**config.mk**
```make
export PLATFORM = sky130hd
export DESIGN_NAME = q_stream_tx
export DESIGN_NICKNAME = d
export VERILOG_FILES = /design/src/rtl/qtx_pkg.sv /design/src/rtl/qtx_zcount.sv /design/src/rtl/q_stream_tx.sv
export SDC_FILE = /design/constraint.sdc
export NUM_CORES = 1
export LEC_CHECK = 0
export CAP_MARGIN = 20
export CORE_AREA = 2 2 64 60
export DETAILED_ROUTE_END_ITERATION = 6
export DIE_AREA = 0 0 66 62
export GPL_TIMING_DRIVEN = 0
export PLACE_DENSITY = 0.7
export SYNTH_ARGS = -nofsm -noshare
export SYNTH_HDL_FRONTEND = slang
export SYNTH_SLANG_ARGS = --single-unit
```
**constraint.sdc**
```tcl
create_clock -name clk -period 2.25 [get_ports clk]
set_input_delay 0.225 -clock clk [delete_from_list [all_inputs] [get_ports clk]]
set_output_delay 0.225 -clock clk [all_outputs]
set_load 0.05 [all_outputs]
```
**src/rtl/qtx_pkg.sv**
```systemverilog
// ----------------------------------------------------------------------------
// qtx_pkg
// Shared definitions for the q-line stimulus transmitter.
//   - qtx_state_e : frame FSM state encoding
//   - QTX_LEN_W   : default width of the hold length and z counter
//   - QTX_Z_SAT   : largest z count the detector can return
//   - min_len()   : expected detector count for a given hold length
// ----------------------------------------------------------------------------
package qtx_pkg;

    typedef enum logic [2:0] {
        ST_IDLE = 3'b000,
        ST_PRE  = 3'b001,
        ST_MARK = 3'b010,
        ST_HOLD = 3'b011,
        ST_DONE = 3'b100
    } qtx_state_e;

    localparam int QTX_LEN_W = 5;
    localparam int QTX_Z_SAT = 19;

    // The detector caps its response, so the count we expect back is the
    // smaller of the programmed hold length and that cap.
    function automatic int unsigned min_len(input int unsigned len_val,
                                            input int unsigned sat);
        return (len_val < sat) ? len_val : sat;
    endfunction

endpackage

```
**src/rtl/qtx_zcount.sv**
```systemverilog
// ----------------------------------------------------------------------------
// qtx_zcount
// Saturating up-counter for detector z responses.
// Ports:
//   clk       : rising-edge clock
//   init      : asynchronous active-low reset (count -> 0)
//   clr       : synchronous clear (wins over en)
//   en        : count window enable
//   inc       : increment request, honoured only while en=1
//   count     : current count, sticks at all-ones
//   count_nxt : value count would take if inc were accepted this cycle
// ----------------------------------------------------------------------------
module qtx_zcount #(
    parameter int W = 5
) (
    input  logic         clk,
    input  logic         init,
    input  logic         clr,
    input  logic         en,
    input  logic         inc,
    output logic [W-1:0] count,
    output logic [W-1:0] count_nxt
);

    always_comb begin
        count_nxt = count;
        if (inc && (count != {W{1'b1}})) begin
            count_nxt = count + W'(1);
        end
    end

    always_ff @(posedge clk or negedge init) begin
        if (!init) begin
            count <= '0;
        end else if (clr) begin
            count <= '0;
        end else if (en) begin
            count <= count_nxt;
        end
    end

endmodule

```
**src/rtl/q_stream_tx.sv**
```systemverilog
// ----------------------------------------------------------------------------
// q_stream_tx
// Serial stimulus transmitter driving the q-line sequence detector.
// A frame is: preamble (MSB first) -> MARK_CYC cycles of q=1 -> len cycles of
// q=0 (HOLD) -> one DONE cycle. Detector z responses are counted over HOLD
// plus the DONE cycle (the detector answers one cycle late).
//
// Optional feature macro: QTX_ABORT_EN adds an 'abort' input that drops any
// running frame back to IDLE without a done pulse.
//
// Ports:
//   clk     : rising-edge clock
//   init    : asynchronous active-low reset
//   start   : frame request, only looked at in IDLE
//   len     : hold length, latched when start is accepted
//   abort   : (QTX_ABORT_EN only) cancel the running frame
//   z_in    : detector z output
//   busy    : frame in progress
//   done    : one-cycle end-of-frame pulse
//   q       : registered serial line to the detector
//   z_count : z-high cycles seen in the count window
//   match   : while done=1, z count equals min(len, Z_SAT)
//
// state | meaning
// IDLE  | q=0, waiting for start
// PRE   | shifting preamble bits onto q
// MARK  | q=1 marker window
// HOLD  | q=0 for the latched length, counting z
// DONE  | end-of-frame pulse, last z sample
// ----------------------------------------------------------------------------
module q_stream_tx
    import qtx_pkg::*;
#(
    parameter int               PRE_W    = 4,
    parameter logic [PRE_W-1:0] PREAMBLE = 4'b0011,
    parameter int               MARK_CYC = 2,
    parameter int               LEN_W    = QTX_LEN_W,
    parameter int               Z_SAT    = QTX_Z_SAT
) (
    input  logic             clk,
    input  logic             init,
    input  logic             start,
    input  logic [LEN_W-1:0] len,
`ifdef QTX_ABORT_EN
    input  logic             abort,
`endif
    input  logic             z_in,
    output logic             busy,
    output logic             done,
    output logic             q,
    output logic [LEN_W-1:0] z_count,
    output logic             match
);

    // Phase counter has to hold the largest of: len-1, PRE_W-1, MARK_CYC-1.
    localparam int PRE_CW = $clog2(PRE_W) + 1;
    localparam int MIN_CW = (PRE_CW > 3) ? PRE_CW : 3;
    localparam int CNT_W  = (LEN_W > MIN_CW) ? LEN_W : MIN_CW;

    qtx_state_e       state;
    logic [CNT_W-1:0] cnt;
    logic [PRE_W-1:0] sh;
    logic [LEN_W-1:0] len_l;
    logic [LEN_W-1:0] z_nxt;
    logic [LEN_W-1:0] z_expect;
    logic             abort_hit;
    logic             z_clr;
    logic             z_en;

`ifdef QTX_ABORT_EN
    assign abort_hit = abort && (state != ST_IDLE);
`else
    assign abort_hit = 1'b0;
`endif

    always_ff @(posedge clk or negedge init) begin
        if (!init) begin
            state <= ST_IDLE;
            q     <= 1'b0;
            busy  <= 1'b0;
            done  <= 1'b0;
            len_l <= '0;
            cnt   <= '0;
            sh    <= '0;
        end else if (abort_hit) begin
            state <= ST_IDLE;
            q     <= 1'b0;
            busy  <= 1'b0;
            done  <= 1'b0;
            cnt   <= '0;
        end else begin
            case (state)
                ST_IDLE: begin
                    q    <= 1'b0;
                    busy <= 1'b0;
                    done <= 1'b0;
                    if (start) begin
                        // First preamble bit goes out on the accepting edge;
                        // the rest are shifted from sh one per cycle.
                        len_l <= len;
                        state <= ST_PRE;
                        busy  <= 1'b1;
                        q     <= PREAMBLE[PRE_W-1];
                        sh    <= PREAMBLE << 1;
                        cnt   <= CNT_W'(PRE_W - 1);
                    end
                end
                ST_PRE: begin
                    if (cnt == '0) begin
                        state <= ST_MARK;
                        q     <= 1'b1;
                        cnt   <= CNT_W'(MARK_CYC - 1);
                    end else begin
                        q   <= sh[PRE_W-1];
                        sh  <= sh << 1;
                        cnt <= cnt - CNT_W'(1);
                    end
                end
                ST_MARK: begin
                    if (cnt == '0) begin
                        q <= 1'b0;
                        if (len_l != '0) begin
                            state <= ST_HOLD;
                            cnt   <= CNT_W'(len_l) - CNT_W'(1);
                        end else begin
                            state <= ST_DONE;
                            done  <= 1'b1;
                        end
                    end else begin
                        cnt <= cnt - CNT_W'(1);
                    end
                end
                ST_HOLD: begin
                    q <= 1'b0;
                    if (cnt == '0) begin
                        state <= ST_DONE;
                        done  <= 1'b1;
                    end else begin
                        cnt <= cnt - CNT_W'(1);
                    end
                end
                ST_DONE: begin
                    state <= ST_IDLE;
                    q     <= 1'b0;
                    busy  <= 1'b0;
                    done  <= 1'b0;
                end
                default: begin
                    state <= ST_IDLE;
                    q     <= 1'b0;
                    busy  <= 1'b0;
                    done  <= 1'b0;
                end
            endcase
        end
    end

    assign z_clr = (state == ST_IDLE) && start;
    assign z_en  = ((state == ST_HOLD) || (state == ST_DONE)) && !abort_hit;

    qtx_zcount #(
        .W (LEN_W)
    ) u_zcount (
        .clk       (clk),
        .init      (init),
        .clr       (z_clr),
        .en        (z_en),
        .inc       (z_in),
        .count     (z_count),
        .count_nxt (z_nxt)
    );

    // The last z sample lands on the edge that leaves DONE, so match looks
    // ahead at the count including the current z_in rather than waiting.
    assign z_expect = LEN_W'(min_len(32'(len_l), 32'(Z_SAT)));
    assign match    = done && (z_nxt == z_expect);

endmodule

```
======== After elaboration in Yosys (flattened, before gate mapping) ========
Index checks and enable logic that the tools add are counted.
cells by class
  bitwise gates (word level) .............. 1
  magnitude comparators ................... 1
  add/subtract/negate cells ............... 3
  reduce and logical (&&, ||, !) cells .... 16
  eq/ne operators ......................... 14
  muxes and demuxes ....................... 28
operator list
  operator                                                            count
  5-bit 2-to-1 mux                                                    9
  5-bit case mux with 4 select lines                                  1
  3-bit 2-to-1 mux                                                    5
  2-bit inequality test, second input constant                        7
  3-bit case mux with 4 select lines                                  1
  4-bit AND reduction                                                 3
  5-bit by 1-bit subtractor with 5-bit output, second input constant  2
  4-bit 2-to-1 mux                                                    2
  4-bit case mux with 2 select lines                                  1
  3-bit by 2-bit == test with 1-bit output, second input constant     2
  1-bit 2-to-1 mux                                                    6
  5-bit by 1-bit adder with 5-bit output, second input constant       1
  5-bit == test                                                       1
  5-bit logical NOT                                                   1
  5-bit less-than comparator, second input constant                   1
  5-bit inequality test, second input constant                        1
  5-bit nonzero test                                                  1
  1-bit case mux with 2 select lines                                  2
  2-bit nonzero test                                                  2
  4-bit nonzero test                                                  1
  3-bit by 1-bit == test with 1-bit output, second input constant     1
  3-bit == test, second input constant                                1
  1-bit logical AND                                                   3
  3-bit logical NOT                                                   1
  7 further kinds                                                     7
word-level totals
  register bits ........................... 25
  output and inout port bits .............. 9

======== Longest topological paths before layout ========
Gate-level depths: netlist of the first run.
  word-level depth ........................ 5
  depth in mapped cells ................... 9

======== By module ========
From an unflattened synthesis of the first run, not the netlist that was laid out.
unflattened totals
  cell total of the unflattened synthesis .. 156
  area total of the unflattened synthesis .. 1,467.7 um2
by module, submodules not included
  module       area an instance (um2)  instances  cells an instance  sequential area each (um2)
  q_stream_tx  1,137.3                 1          126                475.5
  qtx_zcount   330.3                   1          30                 125.1

======== Worst setup path after synthesis of the first run ========
OpenSTA, ideal clock, no wires.
  path type ............................... reg-to-output
  start ................................... register u_zcount.count[0]
  end ..................................... output match
  arrival time ............................ 3.268 ns
  setup slack ............................. -1.243 ns
  cell stages (with the launch flop) ...... 10
  buffers on the path ..................... 1
  path through ............................ dfrtp_1 > ha_1 > and3_1 > ha_1 > nor2b_4 > buf_6 > mux2i_1 > o221ai_1 > a221o_1 > a2111oi_2
between the ends
  word-level cells in the longest chain between the ends .. 5
ends and longest elaborated chain
  element                                                                                         RTL line            RTL
  from (decl)                                                                                     qtx_zcount.sv:21    output logic [W-1:0] count,
  from (signal assigned)                                                                          qtx_zcount.sv:38    count <= count_nxt;
  parallel branches: the longest is 2 deep, another holds 5-bit by 1-bit adder with 5-bit output  n/a
  5-bit 2-to-1 mux (*)                                                                            qtx_zcount.sv:27    if (inc && (count != {W{1'b1}})) begin
  5-bit == test (*)                                                                               q_stream_tx.sv:176  assign match = done && (z_nxt == z_expect);
  1-bit logical AND (*)                                                                           q_stream_tx.sv:176
  to (decl)                                                                                       q_stream_tx.sv:52   output logic match
Every way passes the cells marked *.

======== Final worst setup path of the first run ========
Same ends and word-level chain as after synthesis.

==> qor.csv, run 1 <==
stage,metric,value,unit
grt,vias in the first global route,1289,
timing,setup repair after global routing missed its margin,yes,
timing,maximum achievable frequency,332,MHz
synthesis,net count of the mapped netlist,190,
clock_network,maximum buffer depth of the clock tree,2,
final_layout,footprint of the multi-input gates,877,um2
pwr,cell internal pwr,1470,uW
timing,Fin. Hold Viols,0,
hold_path,kind of path behind the tightest hold check,in -> async,
timing,share of the clock period used by the worst path,134,%
synthesis,total of flip-flops plus latches after synthesis,24,
timing,Tmin final,3.01,ns
placed_design,half-perimeter wire length after placement,2620,um
routing,Avg WL per Cell,14.3,um
final_layout,area added between synthesis and finish,27.1,%
synthesis,"top cells by area, synth","dfrtp_1 (40%), nand2_1 (8.1%), a21oi_1 (5.4%)",
synthesis,share of synthesized area occupied by flip-flops and latches,40.3,%
grt,wire length of the first global-routing pass,6040,um
timing,final-layout worst hold slack,0.313,ns
clock_network,number of buffers inserted during clock tree synthesis,3,
routing,DR vias/cell,5.52,
pwr,Total Power,2790,uW
status,violations in the final reports,setup timing,
floorplanning,horizontal extent of the die,66,um
grt,total gr overflow,0,
critical_path,cell depth of the worst flop-to-flop path,7,
critical_path,critical path's largest stage delay,0.51,ns
synthesis,largest area contributor in the netlist,dfrtp_1,
timing,max-slew violation count,0,
pwr,total power per unit cell area,1470,mW/mm2
timing,Finish-stage setup viols,1,
status,status,"finished, violations left",
critical_path,startpoint of the worst register-to-register path,cnt[0],
final_layout,"count of placed standard cells in the final layout, fillers left out",248,
critical_path,CP arrival,2.79,ns
critical_path,critical path cell sequence,ha_4 -> and3_4 -> ha_4 -> nor2b_4 -> buf_6 -> mux2i_4 -> o221ai_2 -> a221o_1 -> a2111oi_4 -> buf_6,
routing,DRC viols,0,
critical_path,end of the worst register-to-register path,cnt[0],
routing,top layer reached by signal wires,met4,
timing,Worst Slack Setup Final,-0.761,ns
pwr,highest ir drop seen on vdd,0.617,mV
clock_network,Hold Buf Count CTS,0,
floorplanning,number of primary I/O pins,18,
critical_path,setup slack of the worst register-to-register path,0.24,ns
synthesis,Yosys warnings,0,
critical_path,maximum fanout along the worst path,6,
routing,detailed-routed wire length on met3,183,um
synthesis,netlist area before placement,0.00149,mm2
critical_path,startpoint type of the worst setup path,flip-flop,
critical_path,endpoint kind of the worst setup timing path,output pin,
synthesis,Syn Inst Count,177,
timing,transition time at the pin with the least slew margin,0.566,ns
routing,sum of routed wire segments on met1,1720,um
critical_path,worst setup path category,reg -> out,
placed_design,Setup Slack @ Placement,-1.25,ns
critical_path,required time at the worst-slack endpoint,2.03,ns
routing,DRT Wirelength,3560,um
final_layout,ANT cells,0,
floorplanning,number of rows in the core area,21,
synthesis,share of the synthesized area in the top cell type,40.3,%
grt,all-layer global routing usage,19.4,%
synthesis,mean instance size in the synthesized netlist,8.43,um2
synthesis,count of unique library cells instantiated by Yosys,42,
grt,largest net degree at the start of global routing,25,
final_layout,count of filler cells inserted in the layout,335,
floorplanning,die outline area,0.00409,mm2
pwr,net switching fraction of the power,47.2,%
routing,total met2 wirelength after detailed routing,1620,um
placed_design,placed insts,240,
clock_network,worst-skew pair later-pin latency,0.27,ns
routing,Pre-Repair DR Iteration Count,4,
clock_network,H-tree level count,1,
pwr,combinational group share of total power,57.0,%
placed_design,final weighted congestion of routability-driven global placement,0.892,
clock_network,Worst-path clk slew,0.09,ns
floorplanning,Starting Density,42.4,%
clock_network,CTS tree,yes,
floorplanning,Core Area,0.00352,mm2
grt,initial antenna violation count,0,
timing,Layout Skew,0.00488,ns
run,total of max-cap violations,0,
placed_design,port buffer count,17,
pwr,part of the total power dissipated in the clock network,13.5,%
pwr,switching power,1320,uW
pwr,portion of total power attributed to sequential cells,29.5,%
floorplanning,height of the chip,62,um
synthesis,async set-reset flop share out of synthesis,100,%
pwr,Pleak,0.000788,uW
routing,detailed-route via count,1368,
synthesis,Main synth FF type,dfrtp_1,
timing,worst slew margin relative to its limit,62.2,%
final_layout,sequential cell area,606,um2
final_layout,nets@finish,216,
final_layout,layout cell share with drive strength beyond 1,13.4,%
clock_network,Num Clock Sinks,24,
clock_network,CTS Root Buffer Type,clkbuf_8,
routing,number of antenna-violating nets in the routed design,0,
critical_path,cell with the biggest individual delay on the critical path,dfrtp_4,
routing,number of DRC markers in iteration 0,53,
synthesis,Post-synth EDFFs,0,
timing,setup tns final,-0.761,ns
## cells in the final DEF, fill, tap and decap left out, types with 3 or more instances in the layout
| master | n |
|---|---|
| nand2_1 | 32 |
| dfrtp_1 | 22 |
| a21oi_1 | 16 |
| clkdlybuf4s50_1 | 16 |
| o21ai_1 | 15 |
| nor2_1 | 9 |
| inv_1 | 8 |
| nor3_1 | 8 |
| o21ai_0 | 7 |
| clkbuf_1 | 5 |
| xor2_1 | 4 |
| nand3_1 | 4 |
| o22ai_1 | 3 |
| clkbuf_8 | 3 |
| buf_4 | 3 |
## logic make-up (layout without fill, tap and decap cells)
logic type / after synthesis / after routing / synth area share (%)
compound gates: 55 / 55 / 22.6
flops: 24 / 24 / 40.3
buf+inv: 17 / 42 / 5.03
fa+ha+maj: 4 / 4 / 3.36
xor+xnor: 6 / 6 / 3.52
simple gates: 69 / 69 / 23.9
mux: 2 / 2 / 1.34
## how the worst max path moves through the flow
stage | from | to | slack, ns | cells past startpoint
floorplan | u_zcount.count[0] | match | -0.71 | 9
global placement | u_zcount.count[0] | match | -1.20 | 10
detailed placement | u_zcount.count[0] | match | -1.25 | 10
CTS | u_zcount.count[0] | match | -0.76 | 10
global route | u_zcount.count[0] | match | -0.86 | 10
finish | u_zcount.count[0] | match | -0.76 | 10
## stage by stage
| stage | instance area, um2 | util [%] |
|---|---|---|
| 3_5_place_dp | 1770 | 50.2 |
| 5_1_grt | 1900 | 53.8 |
| 6_report | 1900 | 53.8 |
| 2_1_floorplan | 1540 | - |
| 4_1_cts | 1880 | 53.4 |
| 3_3_place_gp | 1770 | 50.2 |
## area by class of cell
| cell class | instances | share of cell area, % |
|---|---|---|
| buffer | 9 | 2.38 |
| timing repair buffer | 21 | 11.0 |
| multi-input combinational | 136 | 46.3 |
| sequential | 24 | 31.9 |
| clock buffer | 3 | 2.18 |
| inverter | 8 | 1.58 |
| clock inverter | 1 | 1.58 |
| tap | 46 | 3.04 |
## cell usage after synthesis (2+ instances only)
master    instances
clkbuf_1          5
or3_1             2
o211ai_1          2
o21ai_0           7
mux2i_1           2
xnor2_1           2
ha_1              4
nor3_1            8
nand2_1          32
nand3_1           4
nand2b_1          2
a21o_1            2
dfrtp_1          24
o22ai_1           3
nor2_1            9
o21ai_1          15
buf_2             2
inv_1             8
a21oi_1          16
xor2_1            4
nor4b_2           2
o31ai_1           2
## power by group through the flow
stage                     logic, uW  clock network [uW]  registers (uW)
after floorplan                 958                   0             965
after global placement         1460                   0             821
after detailed placement       1500                   0             835
after CTS                      1580                 393             821
after global routing           1770                 413             855
final                          1590                 378             824
## per-layer routing
| metal | vias to the layer above | track usage, % |
|---|---|---|
| met2 | 32 | 31.5 |
| met5 | - | 0 |
| met3 | 4 | 5.05 |
| met1 | 644 | 26.8 |
| li1 | 688 | - |
| met4 | 0 | 3.50 |
## what timing repair did
item                                    in CTS  in global routing
resized for setup                           10                  0
pin swaps                                    1                  0
buffers inserted                             3                  0
endpoints found under the setup margin       1                  1
gates cloned                                 0                  0
## registers in the layout, indices dropped and copies added, names as in the netlist
signal	count
sh	3
state	3
busy	1
cnt	5
done	1
len_l	5
u_zcount.count	5
q	1
## worst max-delay path, delay by kind of cell (launching register included)
kind / cells / cell delay [ns]
AO/OA/AOI/OAI: 3 / 0.75
flip-flops: 1 / 0.51
buffers and inverters: 2 / 0.35
adder cells (fa/ha/maj): 2 / 0.33
AND/OR/NAND/NOR: 2 / 0.30
multiplexers: 1 / 0.26
Power figures use the tool's default switching activity.
==> inputs of run 2 (changes only) <==
- ABC_CLOCK_PERIOD_IN_PS: not set -> 2250
- PLACE_DENSITY: 0.7 -> 0.69
- SYNTH_HIERARCHICAL: not set -> 1
==> qor.csv, run 2 <==
stage,metric,value,unit
status,status,"finished, violations left",
status,violations in the final reports,setup timing,
critical_path,worst setup path category,reg -> out,
hold_path,kind of path behind the tightest hold check,in -> async,
synthesis,Post-synth EDFFs,0,
grt,initial antenna violation count,0,
grt,met3 layer usage reported by global route,2.70,%
critical_path,required time at the worst-slack endpoint,2.03,ns
timing,setup repair after global routing missed its margin,yes,
routing,Pre-Repair DR Iteration Count,4,
synthesis,Main synth FF type,dfrtp_1,
clock_network,number of buffers inserted during clock tree synthesis,3,
synthesis,Yosys warnings,6,
grt,total gr overflow,0,
grt,layer with the highest usage,met2,
timing,worst slew margin relative to its limit,53.3,%
run,total of max-cap violations,0,
placed_design,port buffer count,17,
clock_network,Num Clock Sinks,24,
synthesis,largest area contributor in the netlist,dfrtp_1,
final_layout,nets@finish,199,
final_layout,Layout Utilization,54.9,%
critical_path,crit-path most repeated cell,ha_4,
pwr,combinational group share of total power,54.4,%
critical_path,cell with the biggest individual delay on the critical path,dfrtp_2,
pwr,portion of total power attributed to sequential cells,31.3,%
floorplanning,number of primary I/O pins,18,
critical_path,maximum fanout along the worst path,4,
synthesis,"top cells by area, synth","dfrtp_1 (41%), ha_1 (5.1%), o21ai_0 (5.1%)",
synthesis,net count of the mapped netlist,171,
grt,wire length of the first global-routing pass,5420,um
routing,DRC viols,0,
routing,number of DRC markers in iteration 0,33,
clock_network,maximum buffer depth of the clock tree,2,
clock_network,CTS Root Buffer Type,clkbuf_8,
grt,fraction of met2 tracks used by global routing,29.3,%
timing,Tmin final,2.67,ns
floorplanning,Starting Density,41.7,%
critical_path,startpoint type of the worst setup path,flip-flop,
final_layout,sequential cell area,604,um2
routing,DRT Wirelength,3480,um
placed_design,final weighted congestion of routability-driven global placement,0.879,
synthesis,most used standard cell by instance count after synthesis,dfrtp_1,
placed_design,cell area after placement,0.00176,mm2
synthesis,async set-reset flop share out of synthesis,100,%
grt,largest net degree at the start of global routing,18,
final_layout,"leading cell type in the layout, fill and taps excluded",dfrtp_1,
final_layout,Regs by FF count,"cnt: 5 flops, len_l: 5 flops, u_zcount/count: 5 flops",
timing,Fin. Hold Viols,0,
grt,vias in the first global route,1176,
clock_network,Hold Buf Count CTS,0,
final_layout,area added between synthesis and finish,31.7,%
synthesis,count of unique library cells instantiated by Yosys,45,
timing,final-layout worst hold slack,0.285,ns
timing,max-slew violation count,0,
critical_path,number of buffers and inverters on the critical path,1,
routing,detailed-route via count,1267,
synthesis,Post-synth top cells,"dfrtp_1 (24), nor2_1 (16), o21ai_0 (15)",
pwr,part of the total power dissipated in the clock network,14.3,%
synthesis,share of synthesized area occupied by flip-flops and latches,40.9,%
critical_path,endpoint kind of the worst setup timing path,output pin,
pwr,highest ir drop seen on vdd,0.715,mV
pwr,switching power,1200,uW
floorplanning,horizontal extent of the die,66,um
floorplanning,number of rows in the core area,21,
clock_network,CTS tree,yes,
synthesis,share of the synthesized area in the top cell type,40.9,%
critical_path,critical path cell sequence,ha_4 -> and3_4 -> ha_4 -> nand2b_4 -> mux2_4 -> o21ai_2 -> a21oi_1 -> a21oi_2 -> o2111a_2 -> buf_8,
floorplanning,height of the chip,62,um
pwr,net switching fraction of the power,44.7,%
grt,GR met1 Demand/Resource,23.3,%
critical_path,largest delay contributor family on the critical path,compound AO/OA/AOI/OAI gates,
routing,number of antenna-violating nets in the routed design,0,
critical_path,cell depth of the worst setup path,10,
timing,transition time at the pin with the least slew margin,0.690,ns
critical_path,critical path's largest stage delay,0.44,ns
routing,DR vias/cell,5.53,
clock_network,worst-skew pair later-pin latency,0.27,ns
placed_design,Setup Slack @ Placement,-0.787,ns
placed_design,half-perimeter wire length after placement,2390,um
timing,Worst Slack Setup Final,-0.421,ns
clock_network,H-tree level count,1,
critical_path,CP arrival,2.45,ns
final_layout,count of filler cells inserted in the layout,308,
grt,all-layer global routing usage,17.6,%
pwr,Total Power,2690,uW
final_layout,final standard cell area without fillers,0.00193,mm2
synthesis,netlist area before placement,0.00147,mm2
timing,Finish-stage setup viols,1,
final_layout,footprint of the multi-input gates,895,um2
pwr,total power per unit cell area,1390,mW/mm2
routing,Avg WL per Cell,15.2,um
timing,share of the clock period used by the worst path,119,%
synthesis,total of flip-flops plus latches after synthesis,24,
final_layout,"leading cell types in the layout, fill and taps excluded","dfrtp_1 (21), clkdlybuf4s50_1 (16), nor2_1 (14), o21ai_0 (14), inv_1 (11)",
critical_path,cell depth of the worst flop-to-flop path,6,
timing,Layout Skew,0.00249,ns
floorplanning,Core Area,0.00352,mm2
pwr,Pleak,0.000833,uW
final_layout,ANT cells,0,
floorplanning,die outline area,0.00409,mm2
synthesis,mean instance size in the synthesized netlist,9.41,um2
synthesis,Syn Inst Count,156,
final_layout,layout cell share with drive strength beyond 1,20.2,%
timing,maximum achievable frequency,374,MHz
clock_network,Worst-path clk slew,0.09,ns
pwr,cell internal pwr,1490,uW
-- run 2: metal layers --
metal  vias up  part of all wire, %
li1        622                    -
met1       619                   47
met2        18                   49
met3         8                  1.7
met4         0                  2.2
met5         -                    0
-- run 2: cells by family after synthesis --
kind of cell / after synthesis / share of synthesized area (%)
AO/OA/AOI/OAI: 46 / 20.1
XOR/XNOR: 7 / 4.18
adder cells (fa/ha/maj): 6 / 5.11
buffers and inverters: 16 / 4.43
flip-flops: 24 / 40.9
multiplexers: 6 / 4.35
AND/OR/NAND/NOR: 51 / 20.9
-- run 2: power groups by stage --
stage | combinational [uW] | clock, uW | sequential (uW)
after floorplan | 829 | 0 | 988
after global placement | 1290 | 0 | 843
after detailed placement | 1330 | 0 | 854
after CTS | 1410 | 395 | 831
after global routing | 1620 | 408 | 873
final | 1470 | 386 | 842
-- run 2: per-stage QoR --
| step | cells | TNS, ns |
|---|---|---|
| floorplan | 156 | -0.184 |
| global placement | 219 | -0.728 |
| detailed placement | 220 | -0.787 |
| CTS | 228 | -0.450 |
| global route | 229 | -0.458 |
| finish | 229 | -0.421 |
-- run 2: what timing repair did --
item | CTS | global route
cloned | 0 | 0
pin swaps | 4 | 5
setup buffers | 4 | 1
setup endpoints to repair | 1 | 1
resized for setup | 12 | 8
-- run 2: final cells by class --
cell class,instances,area share (%)
timing repair buffer,23,12.4
clock inverter,1,1.55
buffer,5,1.23
clock buffer,3,2.14
sequential,24,31.3
inverter,11,2.14
tap,46,2.98
multi-input combinational,116,46.3
-- run 2: final timing paths --
kind                                    from                end  slack, ns
setup / recovery           u_zcount/count[0]              match      -0.42
hold / removal                          init           len_l[2]       0.28
setup reg to reg                    state[0]  u_zcount/count[3]       0.18
hold reg to reg                        sh[1]              sh[1]       0.50
max in group asynchronous               init  u_zcount/count[2]       1.50
min in group clk                       sh[1]              sh[1]       0.50
==> inputs of run 3 (changes only) <==
- ABC_CLOCK_PERIOD_IN_PS: 2250 -> not set
- GPL_TIMING_DRIVEN: 0 -> not set
- PLACE_DENSITY: 0.69 -> 0.66
- clock period: 2.25 -> 2.5 ns (I/O delays scaled with it)
==> qor.csv, run 3 (synthesis results as in run 2) <==
stage,metric,value,unit
status,status,"finished, violations left",
status,violations in the final reports,setup timing,
critical_path,maximum fanout along the worst path,4,
pwr,Pleak,0.000797,uW
final_layout,count of filler cells inserted in the layout,340,
run,total of max-cap violations,0,
routing,detailed-route via count,1238,
grt,vias in the first global route,1184,
final_layout,final standard cell area without fillers,0.00187,mm2
final_layout,"leading cell type in the layout, fill and taps excluded",dfrtp_1,
grt,largest net degree at the start of global routing,25,
critical_path,startpoint of the worst register-to-register path,state[1],
critical_path,end of the worst register-to-register path,u_zcount/count[3],
critical_path,startpoint type of the worst setup path,flip-flop,
routing,top layer reached by signal wires,met4,
critical_path,cell depth of the worst flop-to-flop path,5,
final_layout,ANT cells,0,
placed_design,cell area after placement,0.00174,mm2
timing,Fin. Hold Viols,0,
grt,wire length of the first global-routing pass,5400,um
critical_path,worst setup path category,reg -> out,
critical_path,required time at the worst-slack endpoint,2.25,ns
pwr,highest ir drop seen on vdd,0.606,mV
routing,total met2 wirelength after detailed routing,1630,um
routing,number of DRC markers in iteration 0,70,
hold_path,kind of path behind the tightest hold check,in -> async,
final_layout,layout cell share with drive strength beyond 1,18.6,%
placed_design,port buffer count,17,
timing,worst slew margin relative to its limit,59.9,%
routing,DRC viols,0,
final_layout,nets@finish,193,
floorplanning,Starting Density,41.7,%
pwr,total power per unit cell area,1240,mW/mm2
timing,share of the clock period used by the worst path,106,%
clock_network,number of buffers inserted during clock tree synthesis,3,
routing,DR vias/cell,5.55,
timing,Worst Slack Setup Final,-0.153,ns
timing,transition time at the pin with the least slew margin,0.599,ns
routing,detailed-routed wire length on met3,98,um
final_layout,area added between synthesis and finish,27.1,%
floorplanning,Core Area,0.00352,mm2
grt,initial antenna violation count,0,
critical_path,CP arrival,2.40,ns
grt,all-layer global routing usage,17.2,%
routing,sum of routed wire segments on met1,1570,um
routing,Pre-Repair DR Iteration Count,4,
clock_network,CTS Root Buffer Type,clkbuf_8,
timing,Finish-stage setup viols,1,
clock_network,worst-skew pair later-pin latency,0.27,ns
timing,Tmin final,2.65,ns
timing,maximum achievable frequency,377,MHz
clock_network,maximum buffer depth of the clock tree,2,
clock_network,Num Clock Sinks,24,
placed_design,final weighted congestion of routability-driven global placement,0.834,
clock_network,Worst-path clk slew,0.09,ns
routing,DRT Wirelength,3370,um
routing,number of antenna-violating nets in the routed design,0,
floorplanning,die outline area,0.00409,mm2
floorplanning,number of rows in the core area,21,
placed_design,half-perimeter wire length after placement,2320,um
critical_path,setup slack of the worst register-to-register path,0.53,ns
final_layout,"leading cell types in the layout, fill and taps excluded","dfrtp_1 (21), clkdlybuf4s50_1 (16), nor2_1 (14), o21ai_0 (14), a21oi_1 (12)",
floorplanning,horizontal extent of the die,66,um
critical_path,endpoint kind of the worst setup timing path,output pin,
timing,setup repair after global routing missed its margin,yes,
grt,total gr overflow,0,
clock_network,H-tree level count,1,
clock_network,CTS tree,yes,
pwr,Total Power,2310,uW
routing,Avg WL per Cell,15.1,um
clock_network,Hold Buf Count CTS,0,
floorplanning,height of the chip,62,um
floorplanning,number of primary I/O pins,18,
final_layout,Regs by FF count,"cnt: 5 flops, len_l: 5 flops, u_zcount/count: 5 flops",
timing,max-slew violation count,0,
timing,Layout Skew,0.00713,ns
-- run 3: how the worst max path moves through the flow --
stage                      start  endpoint  slack, ns  depth (start not counted)
3_5_place_dp   u_zcount/count[1]     match       0.07                         10
4_1_cts        u_zcount/count[0]     match      -0.12                         10
3_3_place_gp   u_zcount/count[1]     match       0.16                         10
6_report       u_zcount/count[1]     match      -0.15                         10
2_1_floorplan  u_zcount/count[0]     match      0.006                          9
5_1_grt        u_zcount/count[1]     match      -0.22                         10
-- run 3: final cells by class --
class | count | area, um2 | share of cell area, %
multi-input combinational | 116 | 890 | 47.7
sequential | 24 | 604 | 32.4
timing repair buffer | 22 | 218 | 11.7
tap | 46 | 57.6 | 3.09
clock buffer | 4 | 55.1 | 2.95
inverter | 11 | 41.3 | 2.21
-- run 3: routing by layer --
layer  global-route usage [%]  vias up
li1                         -      609
met1                     23.0      600
met2                     28.7       22
met3                     2.70        7
met4                     6.41        0
met5                        0        -
-- run 3: through the flow --
| stage | cells | TNS, ns | util, % | worst slack (ns) | hold WS [ns] |
|---|---|---|---|---|---|
| 2_1_floorplan | 156 | 0 | - | 0.00617 | -0.0456 |
| 3_3_place_gp | 218 | 0 | 49.5 | 0.157 | 0.462 |
| 3_5_place_dp | 218 | 0 | 49.5 | 0.0704 | 0.474 |
| 4_1_cts | 223 | -0.125 | 52.7 | -0.125 | 0.355 |
| 5_1_grt | 223 | -0.221 | 53.0 | -0.221 | 0.369 |
| 6_report | 223 | -0.153 | 53.0 | -0.153 | 0.338 |
-- run 3: timing repair --
action,CTS,global route
setup endpoints to repair,1,1
resized for setup,10,2
pin swaps,2,0
buffers inserted,1,0
-- run 3: power by group --
part	total, uW	switching (uW)	leakage [uW]	internal, uW
clock	267	126	0.0000288	141
sequential	794	236	0.000299	558
combinational	1250	708	0.000469	544
total	2310	1070	0.000797	1240
-- run 3: worst max-delay path, cell delays in order, from the launching register on --
cell and delay (ns):
dfrtp_2 0.44, ha_4 0.17, and3_4 0.15, ha_4 0.16, nand2b_4 0.17, mux2_4 0.35
nor2_4 0.10, o221ai_2 0.10, a21oi_1 0.14, o2111a_2 0.23, buf_12 0.14
